File: config.mk
export PLATFORM = sky130hd
export DESIGN_NAME = pc_gen
export DESIGN_NICKNAME = d
export VERILOG_FILES = /design/src/rtl/pc_pkg.sv /design/src/rtl/pc_ras.sv /design/src/rtl/pc_gen.sv
export SDC_FILE = /design/constraint.sdc
export NUM_CORES = 1
export LEC_CHECK = 0
export CORE_UTILIZATION = 25
export DETAILED_ROUTE_END_ITERATION = 6
export RECOVER_POWER = 25
export SLEW_MARGIN = 40
export SYNTH_ARGS = -nofsm -noshare
export SYNTH_HDL_FRONTEND = slang
export SYNTH_SLANG_ARGS = --single-unit
File: constraint.sdc
create_clock -name clk -period 6.2 [get_ports clk]
set_input_delay 1.24 -clock clk [delete_from_list [all_inputs] [get_ports clk]]
set_output_delay 1.24 -clock clk [all_outputs]
set_load 0.05 [all_outputs]
File: src/rtl/pc_pkg.sv
// Shared defaults and next-PC select encoding for the PC generator.
package pc_pkg;

  localparam logic [31:0] DEF_RESET_VEC = 32'h0000_3000;
  localparam logic [31:0] DEF_EXC_VEC   = 32'h0000_4180;

  typedef enum logic [2:0] {
    SEQ,
    BR,
    JMP,
    ERET,
    EXC
  } pc_sel_e;

endpackage

File: src/rtl/pc_ras.sv
// Circular return-address stack: top pointer plus saturating count.
module pc_ras #(
  parameter int WIDTH     = 32,
  parameter int RAS_DEPTH = 4
) (
  input  logic             clk,
  input  logic             reset,
  input  logic             push,
  input  logic             pop,
  input  logic             en,
  input  logic [WIDTH-1:0] din,
  output logic [WIDTH-1:0] top,
  output logic             valid
);

  localparam int PW = (RAS_DEPTH > 1) ? $clog2(RAS_DEPTH) : 1;
  localparam int CW = $clog2(RAS_DEPTH + 1);

  logic [WIDTH-1:0] mem [RAS_DEPTH];
  logic [PW-1:0]    tp;
  logic [PW-1:0]    tp_inc;
  logic [PW-1:0]    tp_dec;
  logic [CW-1:0]    cnt;
  logic             empty;
  logic             do_push;
  logic             do_pop;
  logic             do_repl;

  // Push+pop on an empty stack degenerates to a plain push.
  always_comb begin
    empty   = (cnt == '0);
    tp_inc  = tp + 1'b1;
    tp_dec  = tp - 1'b1;
    do_repl = !reset && en && push && pop && !empty;
    do_push = !reset && en && push && !(pop && !empty);
    do_pop  = !reset && en && pop && !push && !empty;
  end

  always_ff @(posedge clk) begin
    if (reset) begin
      tp  <= '0;
      cnt <= '0;
    end else if (do_push) begin
      tp <= tp_inc;
      if (cnt != CW'(RAS_DEPTH)) cnt <= cnt + 1'b1;
    end else if (do_pop) begin
      tp  <= tp_dec;
      cnt <= cnt - 1'b1;
    end
  end

  // Entries are deliberately left out of reset.
  always_ff @(posedge clk) begin
    if (do_push)      mem[tp_inc] <= din;
    else if (do_repl) mem[tp]     <= din;
  end

  assign top   = mem[tp];
  assign valid = !empty;

endmodule

File: src/rtl/pc_gen.sv
// Program counter generator: prioritised next-PC mux, alignment trap and RAS.
module pc_gen
  import pc_pkg::*;
#(
  parameter int               WIDTH     = 32,
  parameter logic [WIDTH-1:0] RESET_VEC = WIDTH'(DEF_RESET_VEC),
  parameter logic [WIDTH-1:0] EXC_VEC   = WIDTH'(DEF_EXC_VEC),
  parameter int               RAS_DEPTH = 4
) (
  input  logic             clk,
  input  logic             reset,
  input  logic             pc_en,
  input  logic             br_taken,
  input  logic [WIDTH-1:0] br_target,
  input  logic             jump,
  input  logic [WIDTH-1:0] jump_target,
  input  logic             exc_req,
  input  logic             eret,
  input  logic [WIDTH-1:0] epc_in,
  input  logic             ras_push,
  input  logic             ras_pop,
  output logic [WIDTH-1:0] pc,
  output logic [WIDTH-1:0] pc_plus4,
  output logic [WIDTH-1:0] ras_top,
  output logic             ras_valid,
  output logic             misalign
);

  logic [WIDTH-1:0] pc_q = RESET_VEC;
  logic [WIDTH-1:0] pc_next;
  logic [WIDTH-1:0] target;
  logic             mis_next;
  logic             bad_align;
  pc_sel_e          sel;

  assign pc       = pc_q;
  assign pc_plus4 = pc_q + WIDTH'(4);

  always_comb begin
    sel    = SEQ;
    target = pc_plus4;
    if (exc_req) begin
      sel = EXC;
    end else if (eret) begin
      sel    = ERET;
      target = epc_in;
    end else if (jump) begin
      sel    = JMP;
      target = jump_target;
    end else if (br_taken) begin
      sel    = BR;
      target = br_target;
    end
  end

  // Exceptions bypass the stall; everything else only moves when pc_en is high.
  always_comb begin
    bad_align = (sel == ERET || sel == JMP || sel == BR) && (target[1:0] != 2'b00);
    pc_next   = pc_q;
    mis_next  = 1'b0;
    if (sel == EXC) begin
      pc_next = EXC_VEC;
    end else if (pc_en) begin
      if (bad_align) begin
        pc_next  = EXC_VEC;
        mis_next = 1'b1;
      end else begin
        pc_next = target;
      end
    end
  end

  always_ff @(posedge clk) begin
    if (reset) begin
      pc_q     <= RESET_VEC;
      misalign <= 1'b0;
    end else begin
      pc_q     <= pc_next;
      misalign <= mis_next;
    end
  end

  pc_ras #(
    .WIDTH    (WIDTH),
    .RAS_DEPTH(RAS_DEPTH)
  ) u_ras (
    .clk  (clk),
    .reset(reset),
    .push (ras_push),
    .pop  (ras_pop),
    .en   (pc_en && !exc_req),
    .din  (pc_q + WIDTH'(8)),
    .top  (ras_top),
    .valid(ras_valid)
  );

endmodule

==> qor.yml <==
min_path:
  hold_path_class: "reg -> reg"
  worstHoldStart: "u_ras.cnt[2]"
  hold_depth: 2
  hold_end: "u_ras.cnt[2]"
synthesis:
  synthArstFlopShare: 0
  netlist.area_leader.share: 0.4544
  synth.distinct_cells: 64
  synth_edf_count: 128
  netlist_top_cells_area: "edfxtp_1 (45%), dfxtp_1 (9.5%), mux4_2 (8.5%)"
  syn_nets: 802
  postSynthCellCount: 694
  synth-seq-area-share: 0.5491
  syn_area_um2: 8458
  synthFlopType: "edfxtp_1"
  avgSynthCellArea_um2: 12.19
  yosysWarnings: 0
  synth_area_leader_cell: "edfxtp_1"
  synth_seq_cells: 168
finish:
  final_cells: 1336
  drive_gt1_frac: 0.1244
  nets: 987
  final_common_cell: "clkdlybuf4s50_1"
  syn2layout_area_growth_pct: 37.07
  layout_common_cells: "clkdlybuf4s50_1 (199), edfxtp_1 (128), nand2_1 (50), xnor2_1 (43), dfxtp_1 (38)"
detailed_routing:
  drt_iter0_markers: 548
  dr.max_layer_used: "met4"
  routed_via_density: 5.058
  wl_met2_um: 13950
  drtAntennaViolNets: 0
  via_count: 6758
  drc_errors: 0
  drt_first_pass_iters: 5
  wl_met3_um: 1974
  wl_um: 29510
  wl_per_cell_um: 22.09
  drt-met1-wl_um: 12700
clocking:
  cts_buffers: 17
  clkTransAtPathRegs_ns: 0.07
  insertion_delay_ns: 0.43
  holdBufCountCts: 0
  cts_num_sinks: 168
  htree_levels: 4
  clock_path_buffers: 2
  cts_setup_buffers: 0
  cts_tree: "done"
  cts-resized-gates: 0
  ctsRootBufferMaster: "clkbuf_16"
timing:
  setup_viol: 0
  tns_ns: 0
  max_freq_ghz: 0.2018
  maxSlewHeadroom: 0.2378
  hold_violations: 0
  tightestPinTransition_ns: 1.143
  period_share: 0.7992
  finalMaxSlewViolations: 0
  rsz0062_at_grt: "false"
  clock_skew_ns: 0.01252
  period_needed_ns: 4.955
critical_path:
  crit_path_max_fanout: 8
  r2r_setup_slack_ns: 2.91
  reg2reg_to: "u_ras.mem[2][31]"
  cp_slowest_cell: "or4_1"
  reg2reg_from: "pc[4]"
  reg2regPathDepth: 6
  cp_slowest_stage_delay_ns: 0.81
  crit_path_end_kind: "output port"
  critical_path.startpoint_type: "flip-flop"
  cp.arrival_ns: 3.72
  crit_chain: "ha_1 > nand3_1 > or4_1 > o21a_1 > or2_2 > clkdlybuf4s50_1"
  critical_path_class: "reg -> out"
  required_ns: 4.96
floorplanning:
  coreArea_um2: 32950
  initial_core_util: 0.2567
  fp.dieH_um: 185.9
  io_pins: 203
  die_w_um: 185.9
  rows: 66
  die_area_um2: 34570
global_routing:
  grt_usage: 0.1727
  grt_pass1_wl_um: 42720
  antenna_found_initial: 2
  overflow: 0
  grt_start_max_net_pins: 47
  grt_pass1_vias: 6639
placement:
  dp_cells: 1302
  hpwl_um: 21860
  routabilityCongestion: 0.8532
  io_buffers: 202
power:
  seqPwrFrac: 0.463
  swShare: 0.2646
  p_per_area_nw_per_um2: 232.3
  combPwrFrac: 0.141
  power.internal_uw: 1981
  p_sw_uw: 712.5
  clkPwrFrac: 0.396
  ir_worst_vdd_mv: 0.1899
  p_leak_uw: 0.003815
run_status:
  outcome: "finished clean"
run:
  max_cap_violations: 0
[flip-flops by register name (all words and copies together), names as in the netlist, named ones only]
| register | cells |
|---|---|
| misalign | 1 |
| pc | 32 |
| u_ras.cnt | 3 |
| u_ras.mem | 128 |
| u_ras.tp | 2 |
[metal layers]
layer | vias up | global-route usage
met1 | 3377 | 0.2232
met5 | - | 0
li1 | 3071 | -
met2 | 268 | 0.2736
met3 | 42 | 0.04383
met4 | 0 | 0.07180
[synth_stat cells, drive strengths merged, types with 7 or more instances]
cell      n
xnor2    43
xor2     14
or2       8
nand3    20
o211ai   13
nand4    14
nand2b    8
nor3     18
dfxtp    40
nand2    50
edfxtp  128
clkbuf   35
inv      13
nor2     26
a211oi    7
nor2b     7
a21oi    33
o22ai    18
buf      24
or3      11
o21ai    29
mux4     32
[per-stage QoR]
| step | utilization | instance area [um^2] | total power (uW) | setup WS, ns | hold slack, ns |
|---|---|---|---|---|---|
| 6_report | 0.3519 | 11590 | 2693 | 1.245 | 0.5481 |
| 5_1_grt | 0.3519 | 11590 | 2785 | 0.9703 | 0.5806 |
| 4_1_cts | 0.3522 | 11600 | 2720 | 1.209 | 0.5463 |
| 3_5_place_dp | 0.3343 | 11010 | 1651 | 1.675 | 0.5331 |
| 3_3_place_gp | 0.3326 | 10960 | 1646 | 1.545 | 0.5308 |
| 2_1_floorplan | - | 8458 | 1470 | 1.990 | 0.5023 |
[power by group through the flow]
stage	registers, uW	clock network [uW]	logic, uW
after floorplan	1280	0	193
after global placement	1270	0	376
after detailed placement	1270	0	380
after CTS	1250	1090	381
after global routing	1250	1140	400
final	1250	1070	380
[worst max-delay path, delay by kind of cell (launching register included)]
kind | cells | cell delay [ns]
compound gates | 1 | 0.25
fa+ha+maj | 1 | 0.33
buf+inv | 1 | 0.71
flops | 1 | 0.51
simple gates | 3 | 1.48
[area by class of cell]
class | count | area [um^2]
Timing Repair Buffer | 225 | 2213
Tap cell | 442 | 553.0
Clock buffer | 17 | 425.4
Fill cell | 3249 | 21360
Clock inverter | 15 | 165.2
Sequential cell | 168 | 4647
Antenna cell | 2 | 5.005
Multi-Input combinational cell | 452 | 3528
Inverter | 15 | 56.30
[cells by family after synthesis]
logic type / synth area share
and+or+nand+nor: 0.1201
DFF: 0.5491
AOI/OAI and AO/OA: 0.1352
buffers and inverters: 0.03891
xor gates and xnor gates: 0.05902
muxes: 0.09231
adders and majority gates: 0.005325
[worst max-delay path by stage]
stage / from / end / slack, ns / cells after the start
CTS: pc[2] / pc_plus4[20] / 1.21 / 6
global placement: pc[2] / pc_plus4[20] / 1.54 / 6
detailed placement: pc[2] / pc_plus4[20] / 1.68 / 6
global route: pc[2] / pc_plus4[20] / 0.97 / 6
floorplan: exc_req / u_ras.mem[0][0] / 1.99 / 5
finish: pc[4] / pc_plus4[21] / 1.24 / 6
No activity file was read; power rests on OpenSTA's default activity.
